===== config.mk =====
export PLATFORM = sky130hd
export DESIGN_NAME = acq_addr_sched
export DESIGN_NICKNAME = d
export VERILOG_FILES = /design/src/rtl/acq_addr_sched.sv
export SDC_FILE = /design/constraint.sdc
export NUM_CORES = 1
export LEC_CHECK = 0
export ABC_AREA = 1
export CAP_MARGIN = 10
export CORE_UTILIZATION = 49
export DETAILED_ROUTE_END_ITERATION = 10
export MAX_ROUTING_LAYER = met4
export PLACE_DENSITY = 0.69
export SYNTH_ARGS = -nofsm -noshare
export SYNTH_HDL_FRONTEND = slang
export SYNTH_SLANG_ARGS = --single-unit

===== constraint.sdc =====
create_clock -name clk_sys -period 4.26 [get_ports clk_sys]
set_clock_uncertainty 0.1 [all_clocks]
set_input_delay 0.426 -clock clk_sys [delete_from_list [all_inputs] [get_ports clk_sys]]
set_output_delay 0.426 -clock clk_sys [all_outputs]
set_load 0.01 [all_outputs]

===== src/rtl/acq_addr_sched.sv =====
// Acquisition address scheduler: steps addrout from 1 to a programmed last
// address, holding a fixed settle time then a programmable acq_en window at
// each address, and repeats the pass a programmed number of times.
module acq_addr_sched #(
   parameter int AW     = 4,
   parameter int DW     = 16,
   parameter int RW     = 8,
   parameter int SETTLE = 4
) (
   input  logic          clk_sys,
   input  logic          rst_n,
   input  logic          load,
   input  logic [AW-1:0] datain,
   input  logic [DW-1:0] dwell_in,
   input  logic [RW-1:0] rep_in,
   input  logic          start,
   input  logic          abort,
   output logic [AW-1:0] addrout,
   output logic          acq_en,
   output logic          busy,
   output logic          scan_done,
   output logic          done
);

   typedef enum logic [1:0] {
      ST_IDLE,
      ST_SETTLE,
      ST_ACQ,
      ST_DONE
   } state_t;

   // One counter serves both the settle and the dwell phase, so it is sized
   // for the dwell window; the settle terminal count is a constant.
   localparam logic [DW-1:0] SETTLE_LAST = DW'(SETTLE - 1);
   localparam logic [AW-1:0] ADDR_ONE    = AW'(1);
   localparam logic [DW-1:0] DWELL_ONE   = DW'(1);
   localparam logic [RW-1:0] REP_ONE     = RW'(1);

   state_t        state_reg, state_next;
   logic [AW-1:0] last_reg, last_next;
   logic [DW-1:0] dwell_reg, dwell_next;
   logic [RW-1:0] rep_reg, rep_next;
   logic [AW-1:0] addr_reg, addr_next;
   logic [RW-1:0] pass_reg, pass_next;
   logic [DW-1:0] cnt_reg, cnt_next;
   logic          acq_en_reg, acq_en_next;
   logic          busy_reg, busy_next;
   logic          scan_done_reg, scan_done_next;
   logic          done_reg, done_next;
   logic [DW-1:0] dwell_last;

   assign dwell_last = dwell_reg - DWELL_ONE;

   // Next-state, counter, config-capture and output look-ahead logic.
   always_comb begin
      state_next     = state_reg;
      last_next      = last_reg;
      dwell_next     = dwell_reg;
      rep_next       = rep_reg;
      addr_next      = addr_reg;
      pass_next      = pass_reg;
      cnt_next       = cnt_reg;

      case (state_reg)
         ST_IDLE: begin
            if (start && !abort) begin
               // start wins over a simultaneous load: the old config is used
               state_next = ST_SETTLE;
               addr_next  = ADDR_ONE;
               pass_next  = REP_ONE;
               cnt_next   = '0;
            end else if (load) begin
               last_next  = (datain   == '0) ? ADDR_ONE  : datain;
               dwell_next = (dwell_in == '0) ? DWELL_ONE : dwell_in;
               rep_next   = (rep_in   == '0) ? REP_ONE   : rep_in;
            end
         end
         ST_SETTLE: begin
            if (cnt_reg == SETTLE_LAST) begin
               state_next = ST_ACQ;
               cnt_next   = '0;
            end else begin
               cnt_next = cnt_reg + DWELL_ONE;
            end
         end
         ST_ACQ: begin
            if (cnt_reg == dwell_last) begin
               cnt_next = '0;
               if (addr_reg < last_reg) begin
                  addr_next  = addr_reg + ADDR_ONE;
                  state_next = ST_SETTLE;
               end else if (pass_reg < rep_reg) begin
                  addr_next  = ADDR_ONE;
                  pass_next  = pass_reg + REP_ONE;
                  state_next = ST_SETTLE;
               end else begin
                  addr_next  = ADDR_ONE;
                  state_next = ST_DONE;
               end
            end else begin
               cnt_next = cnt_reg + DWELL_ONE;
            end
         end
         ST_DONE: begin
            state_next = ST_IDLE;
         end
         default: begin
            state_next = ST_IDLE;
            addr_next  = ADDR_ONE;
            cnt_next   = '0;
         end
      endcase

      // abort overrides every other transition outside IDLE
      if (abort && (state_reg != ST_IDLE)) begin
         state_next = ST_IDLE;
         addr_next  = ADDR_ONE;
         cnt_next   = '0;
      end

      // Outputs are registered from the next-state values so they line up
      // with the state they describe; scan_done marks the final ACQ cycle of
      // the last address in every pass.
      acq_en_next    = (state_next == ST_ACQ);
      busy_next      = (state_next != ST_IDLE);
      done_next      = (state_next == ST_DONE);
      scan_done_next = (state_next == ST_ACQ) && (cnt_next == dwell_last) &&
                       (addr_next == last_reg);
   end

   // State, config and output registers with synchronous active-low reset.
   always_ff @(posedge clk_sys) begin
      if (!rst_n) begin
         state_reg     <= ST_IDLE;
         last_reg      <= ADDR_ONE;
         dwell_reg     <= DWELL_ONE;
         rep_reg       <= REP_ONE;
         addr_reg      <= ADDR_ONE;
         pass_reg      <= '0;
         cnt_reg       <= '0;
         acq_en_reg    <= 1'b0;
         busy_reg      <= 1'b0;
         scan_done_reg <= 1'b0;
         done_reg      <= 1'b0;
      end else begin
         state_reg     <= state_next;
         last_reg      <= last_next;
         dwell_reg     <= dwell_next;
         rep_reg       <= rep_next;
         addr_reg      <= addr_next;
         pass_reg      <= pass_next;
         cnt_reg       <= cnt_next;
         acq_en_reg    <= acq_en_next;
         busy_reg      <= busy_next;
         scan_done_reg <= scan_done_next;
         done_reg      <= done_next;
      end
   end

   assign addrout   = addr_reg;
   assign acq_en    = acq_en_reg;
   assign busy      = busy_reg;
   assign scan_done = scan_done_reg;
   assign done      = done_reg;

endmodule

# Yosys cells after proc, flatten, opt, wreduce, memory -nomap -nowiden
# Cells that the tools add are included.
# Widths: inputs -> output; s select.
totals:
  output_inout_bits: 8
  in_bits: 33
  elab_cells: 70
  reg_bits: 62
classes:
  eq_ne: 13
  mux: 25
  magnitude_cmp: 2
  reduce_logical: 14
  bitwise_logic: 1
  addsub: 4
ops:
  columns: ["cell", "count"]
  rows:
  - ["$mux 16", 5]
  - ["$pmux 16 s3", 1]
  - ["$mux 8", 5]
  - ["$eq 16x16->1", 2]
  - ["$mux 4", 5]
  - ["$add 16x1->16 const B", 1]
  - ["$eq 16x2->1 const B", 1]
  - ["$logic_not 16->1", 1]
  - ["$pmux 8 s2", 1]
  - ["$sub 16x1->16 const B", 1]
  - ["$mux 2", 6]
  - ["$add 8x1->8 const B", 1]
  - ["$eq 2x2->1 const B", 4]
  - ["$logic_not 8->1", 1]
  - ["$lt 8x8->1", 1]
  - ["$ne 2x2->1 const B", 4]
  - ["$pmux 2 s4", 1]
  - ["$pmux 4 s2", 1]
  - ["$reduce_bool 2->1", 3]
  - ["$reduce_and 5->1", 1]
  - ["$add 4x1->4 const B", 1]
  - ["$eq 4x4->1", 1]
  - ["$logic_and 1x1->1", 4]
  - ["$logic_not 4->1", 1]
  - ["other kinds (6)", 6]

# Longest topological paths before layout
# Gate-level depths: netlist of run 1.
depth:
  ltp_word: 9
  mapped_depth: 23
  ltp_nobuf: 23

# Worst setup path after synthesis of run 1
# Ideal clock, no wire load.
synth_path:
  path_kind: "register -> register"
  start: "register dwell_reg[0]"
  end: "register pass_reg[4]"
  setup_slack_ns: 1.693
  t_required_ns: 4.043
  setup_ns: 0.117
  stages_incl_launch_ff: 17
  t_arrival_ns: 2.349
  path_buffers: 0
  period_less_slack_ns: 2.567
  cell_sequence: "dfxtp_1 -> inv_2 -> ha_1 -> inv_1 -> nand2_1 -> a22oi_1 -> nand3_1 -> nor3_4 -> nand3_4 -> nand2_4 -> nand3_2 -> nor2_4 -> inv_2 -> nor3_2 -> nand2_1 -> o21ai_1 -> a21oi_1"
synth_between:
  elab_chain_cells: 4
synth_rtl:
  columns: ["item", "line", "source"]
  rows:
  - ["start, declared", "41", "logic [DW-1:0] dwell_reg, dwell_next;"]
  - ["start signal, assigned", "148", "dwell_reg <= dwell_next;"]
  - ["$sub 16x1->16", "52", "assign dwell_last = dwell_reg - DWELL_ONE;"]
  - ["$eq 16x16->1", "87", "if (cnt_reg == dwell_last) begin"]
  - ["$ne 2x2->1 (no line)", null, null]
  - ["$reduce_and 5->1 (no line)", null, null]
  - ["end signal, assigned", "151", "pass_reg <= pass_next;"]
  - ["end, declared", "44", "logic [RW-1:0] pass_reg, pass_next;"]
# No other way between the ends.
# A chain may end at the register's enable or synchronous reset.

# Worst setup path after layout of run 1
layout_path:
  start: "register dwell_reg[0]"
  end: "register scan_done_reg, in the netlist scan_done"
layout_between:
  elab_chain_cells: 8
  word_cells_on_any_way: 16
  classes_between: "add/sub (1); eq/ne (4); mux (9); reduce/logical (2)"
layout_rtl:
  columns: ["item", "line", "source"]
  rows:
  - ["$sub 16x1->16 *", "52", null]
  - ["$eq 16x16->1", "87", null]
  - ["$mux 16 or $mux 2 (tied branches)", "87", null]
  - ["$pmux 16 s3 or $pmux 2 s4 (tied branches)", "64", "case (state_reg)"]
  - ["$mux 16 or $mux 2 (tied branches)", "115", "if (abort && (state_reg != ST_IDLE)) begin"]
  - ["$eq 16x16->1 or $eq 2x2->1 (tied branches)", "127", "scan_done_next = (state_next == ST_ACQ) && (cnt_next == dwell_last) &&"]
  - ["$logic_and 1x1->1", "127", null]
  - ["$logic_and 1x1->1 *", "127", null]
  - ["end signal, assigned", "155", "scan_done_reg <= scan_done_next;"]
  - ["end, declared", "48", "logic scan_done_reg, scan_done_next;"]
# Every way passes the cells marked *; elsewhere a longest branch is shown, timed or not.

==> results of run 1 <==
per-layer routing:
layer,track usage [%],up-vias,wire length [µm]
met5,-,-,0
met3,4.37,19,823
met1,40.6,2238,6730
met4,9.25,0,265
met2,43.6,148,5630
li1,-,2610,-
critical path: stages, from the launching register on:
cell	delay [ns]
dfxtp_1	0.37
inv_2	0.13
ha_1	0.30
nand2_1	0.12
inv_2	0.08
nand3_1	0.14
nand2_1	0.16
nand2_1	0.07
nand2_1	0.09
nand3_1	0.12
nor3_4	0.22
nand3_4	0.28
nand2_4	0.18
nand2_2	0.08
nand2_1	0.06
nand2_1	0.06
nand2_1	0.09
nand2_1	0.06
nand2_1	0.08
nand3_1	0.11
nor2_1	0.12
nand2_1	0.06
nor2_1	0.09
worst max-delay path by stage:
stage          slack, ns          from           to
6_report            1.02  dwell_reg[0]    scan_done
2_1_floorplan       1.69  dwell_reg[0]  pass_reg[4]
3_3_place_gp        1.18  dwell_reg[0]    scan_done
4_1_cts             1.10  dwell_reg[0]  pass_reg[4]
3_5_place_dp        1.12  dwell_reg[0]  pass_reg[4]
5_1_grt             0.63  dwell_reg[0]    scan_done
metrics by stage:
stage                     area, µm²  util [%]
after floorplan                4810         -
after global placement         5300      56.5
after detailed placement       5300      56.5
after CTS                      5520      58.9
after global routing           5520      58.9
final                          5520      58.9
placed cells by master (no fill, tap or decap), types with 3 or more instances in the layout:
| cell type | netlist | routed |
|---|---|---|
| a211oi_1 | 15 | 15 |
| a21oi_1 | 29 | 29 |
| buf_4 | 2 | 4 |
| clkbuf_8 | 0 | 10 |
| clkdlybuf4s50_1 | 0 | 40 |
| dfxtp_1 | 62 | 62 |
| ha_1 | 14 | 14 |
| inv_1 | 110 | 110 |
| inv_2 | 4 | 4 |
| nand2_1 | 232 | 232 |
| nand2_2 | 12 | 12 |
| nand2_4 | 4 | 4 |
| nand3_1 | 93 | 93 |
| nand3_2 | 15 | 15 |
| nand3b_1 | 6 | 6 |
| nand4_1 | 15 | 15 |
| nor2_1 | 77 | 76 |
| nor2_2 | 9 | 10 |
| nor2_4 | 3 | 3 |
| nor3_1 | 6 | 6 |
| nor4_1 | 9 | 9 |
| o211ai_1 | 3 | 3 |
| o21ai_0 | 23 | 23 |
| xor2_1 | 10 | 10 |
kinds of logic after synthesis:
logic type      after synthesis  synth area share [%]
fa+ha+maj                    14                  3.64
simple gates                487                  47.8
xor+xnor                     11                  2.00
flops                        62                  25.8
buf+inv                     135                  11.2
compound gates               79                  9.49
power groups by stage:
stage	Sequential (mW)	Clock [mW]	Combinational, mW
global route	0.635	0.630	0.420
finish	0.632	0.597	0.374
global placement	0.644	0	0.366
CTS	0.631	0.609	0.372
detailed placement	0.645	0	0.371
floorplan	0.639	0	0.262
cell type report:
| class | instances | area, µm² |
|---|---|---|
| clock buffers | 10 | 138 |
| clock inverters | 6 | 85.1 |
| fillers | 980 | 3850 |
| inverters | 115 | 432 |
| multi-input cells | 591 | 3030 |
| flip-flops and latches | 62 | 1240 |
| well taps | 129 | 161 |
| repair buffers | 44 | 430 |
==> flow_metrics.tcl, run 1 <==
set metrics [dict create \
    antenna_left 0 \
    rr_startpoint "dwell_reg[0]" \
    crit_fanout 16 \
    cp-start-kind "flip-flop" \
    async_reset_ff_share_pct 0 \
    post_cts_buffers 0 \
    synth_commonest_cells "nand2_1, inv_1, nand3_1" \
    antenna_found_initial 0 \
    drive_gt1_share_pct 8.94 \
    grt_max_degree 47 \
    cts_buffers 9 \
    crit_arrival_ns 3.44 \
    rr_worst_depth 22 \
    intPower_mw 1.08 \
    clockRootBuffer "clkbuf_8" \
    p_sw_mw 0.523 \
    synth-edff-count 0 \
    vias 5015 \
    drtIter0Drc 271 \
    fin_crit_sh_pct 76.0 \
    netlist_area_um2 4810 \
    vias_per_cell 5.24 \
    holdPathEnd "rep_reg[5]" \
    die_x_um 101 \
    switching_share_pct 32.6 \
    h-tree-depth 3 \
    ys_top_cells_by_area "dfxtp_1, nand2_1, nand3_1" \
    cts_resized 0 \
    clockBufferDepth 2 \
    hold_start "rep_reg[5]" \
    min_period_ns 3.24 \
    seqPwrFrac_pct 39.4 \
    layout.cells.non_filler 957 \
    total_leakage_power_nw 2.70 \
    hp-class "flip-flop to flip-flop" \
    synth_cell_type_count 42 \
    peakVddDrop_uv 229 \
    rsz0062_at_grt "false" \
    outcome "finished clean" \
    diodes 0 \
    max_slew_margin_pct 33.2 \
    num_io_pins 41 \
    timing.rr.end "scan_done" \
    syn_avg_cell_area_um2 6.11 \
    area_growth_pct 14.7 \
    wire_per_inst_um 14.1 \
    drv_slew 0 \
    pwr-share-clk_pct 37.3 \
    clk_latency_ns 0.36 \
    drt-total-wl_um 13400 \
    dominantRegCellSynth "dfxtp_1" \
    syn_nets 835 \
    clock.fmax_ghz 0.309 \
    synthCells 788 \
    required_ns 4.46 \
    firstDrtPassIters 6 \
    fin_setup_tns_ns 0 \
    yosys_register_bits 62 \
    p_per_area_nw_per_um2 290 \
    dp.cells 941 \
    drcViolationCount 0 \
    grt_overflow_total 0 \
    die_h_um 101 \
    netlist.top_cell.by_area "dfxtp_1" \
    yosys_warnings 0 \
    reg2reg_slack_ns 1.02 \
    synth_most_common_cell "nand2_1" \
    grt_use_total_pct 29.3 \
    cts_hold_buf 0 \
    cap_viol_max_count 0 \
    whs_ns 0.370 \
    clk_pin_slew_ns 0.08 \
    setup_viol 0 \
    place_ws_ns 1.12 \
    dieArea_um2 10200 \
    core-area_um2 9370 \
    hold_viol 0 \
    grt_pass1_vias 4569 \
    setup_slack_ns 1.02 \
    cp-end-kind "flip-flop" \
    fp-row-count 35 \
    whs_path_depth 2 \
    place.gp.congestion 1.02 \
    port_buffers 40 \
    seq_area_frac_synth_pct 25.8 \
    detailedPlacementHpwl_um 10600 \
    worstMarginPinSlew_ns 1.00 \
    clock-sinks 62 \
    critPathKind "flip-flop to flip-flop" \
    start_util_pct 51.3 \
    finalPower_mw 1.60 \
    cts_tree "done" \
    layout.nets 870 \
    synth_top_area_share_pct 25.8 \
    grt_pass1_wl_um 22400 \
    pwr-share-comb_pct 23.3 \
]
No activity file was read; power rests on OpenSTA's default activity.
==> run 2: changes to the inputs <==
PLACE_DENSITY = 0.72   (was 0.69)
clock period = 2.6 ns   (was 4.26 ns; I/O delays follow)
==> run 2 against run 1 <==
  * The flow now finishes with violations (negative setup slack)
  * Wire length rose by 9.5%
  * Die area unchanged
  * Critical endpoint unchanged
  * Sequential power up 65%
==> flow_metrics.tcl, run 2 (synthesis results as in run 1) <==
set metrics [dict create \
    outcome "finished with violations" \
    violations "negative setup slack" \
    layout_commonest_cell "nand2_1" \
    antenna_found_initial 0 \
    drcViolationCount 0 \
    reg2reg_slack_ns -0.15 \
    hp-class "flip-flop to flip-flop" \
    peakVddDrop_uv 291 \
    crit_fanout 5 \
    multi_input_area_um2 3290 \
    max_slew_margin_pct 73.5 \
    wire_per_inst_um 14.0 \
    vias 5563 \
    p_per_area_nw_per_um2 445 \
    final-seq-area_um2 1250 \
    grt_use_total_pct 31.4 \
    grt_overflow_total 0 \
    port_buffers 40 \
    min_period_ns 2.75 \
    clock.fmax_ghz 0.363 \
    crit_arrival_ns 2.90 \
    setup_viol 5 \
    area_growth_pct 36.4 \
    core-area_um2 9370 \
    h-tree-depth 3 \
    fp-row-count 35 \
    clk_pin_slew_ns 0.07 \
    firstDrtPassIters 6 \
    worstMarginPinSlew_ns 0.393 \
    drt-total-wl_um 14700 \
    drv_slew 0 \
    grt_pass1_wl_um 24400 \
    cap_viol_max_count 0 \
    detailedPlacementHpwl_um 11400 \
    critPathKind "flip-flop to flip-flop" \
    setup_slack_ns -0.152 \
    total_leakage_power_nw 3.28 \
    clk_latency_ns 0.36 \
    vias_per_cell 5.27 \
    num_io_pins 41 \
    diodes 0 \
    drtIter0Drc 292 \
    antenna_left 0 \
    required_ns 2.75 \
    dieArea_um2 10200 \
    cp-start-kind "flip-flop" \
    fillers 852 \
    die_x_um 101 \
    fin_crit_sh_pct 106 \
    die_h_um 101 \
    place.gp.congestion 0.932 \
    grt_pass1_vias 5153 \
    rsz0062_at_grt "true" \
    clockRootBuffer "clkbuf_8" \
    start_util_pct 51.3 \
    layout.nets 968 \
    cts_buffers 9 \
    cts_hold_buf 0 \
    mostFrequentLayoutCells "nand2_1, inv_1, buf_4" \
    clockBufferDepth 2 \
    grt_max_degree 48 \
    clock-sinks 62 \
    fin_util_pct 70.0 \
    cts_tree "done" \
    hold_viol 0 \
    drive_gt1_share_pct 24.0 \
    cp-end-kind "flip-flop" \
    whs_ns 0.362 \
]
==> run 2: changes by cell type in the layout (fill, tap and decap cells not counted), sizes merged <==
cell / before / now
buf: 4 / 102
clkinv: 3 / 1
inv: 114 / 116
==> run 2: timing repair <==
item	in CTS	in global routing
gates resized for setup	42	32
setup buffers	16	1
pin swaps	19	18
endpoints found under the setup margin	10	11
cloned	0	0
==> run 2: worst paths after layout <==
kind | from | end | depth (start not counted)
max | dwell_reg[0] | scan_done | 22
min | rep_reg[6] | rep_reg[6] | 2
max reg2reg | dwell_reg[0] | scan_done | 22
min reg2reg | rep_reg[6] | rep_reg[6] | 2
==> run 2: per-stage QoR <==
stage	cells	power [mW]	setup TNS, ns	setup WS [ns]	instance area, µm²
final	1055	2.92	-0.257	-0.152	6560
after global routing	1055	3.06	-1.59	-0.325	6560
after CTS	1054	2.88	-0.0312	-0.0312	6430
after detailed placement	1022	1.80	-1.21	-0.278	5920
after global placement	1022	1.79	-0.987	-0.271	5920
after floorplan	788	1.48	0	0.0332	4810
==> run 2: routing by layer <==
metal  vias to the layer above  global-route usage, %  share of wire (%)
met3                        30                   5.13                5.8
met5                         -                      -                  0
li1                       2810                      -                  -
met1                      2549                   41.7                 47
met2                       174                   48.6                 45
met4                         0                   9.48                2.3
==> run 2: power breakdown <==
part / internal [mW] / switching, mW
clock: 0.573 / 0.440
combinational: 0.388 / 0.481
sequential: 0.994 / 0.0448
==> run 2: final cells by class <==
class	instances	share of cell area, %
clock buffer	10	2.10
clock inverter	6	1.41
inverter	115	6.58
multi-input combinational	591	50.2
sequential	62	19.0
tap	129	2.46
timing repair buffer	142	18.3
==> run 2: critical path: stages, from the launching register on <==
cell	delay, ns
dfxtp_2	0.33
inv_2	0.08
ha_4	0.17
nand3_1	0.08
nand2_1	0.12
nand2_2	0.07
buf_4	0.13
buf_4	0.12
buf_4	0.13
buf_4	0.12
buf_4	0.12
buf_4	0.12
buf_4	0.12
buf_4	0.12
buf_4	0.12
buf_4	0.13
nand3b_1	0.15
nand2_1	0.08
nor2_1	0.04
nand2_1	0.05
nor2_1	0.04
nand2_1	0.07
nor2_1	0.04
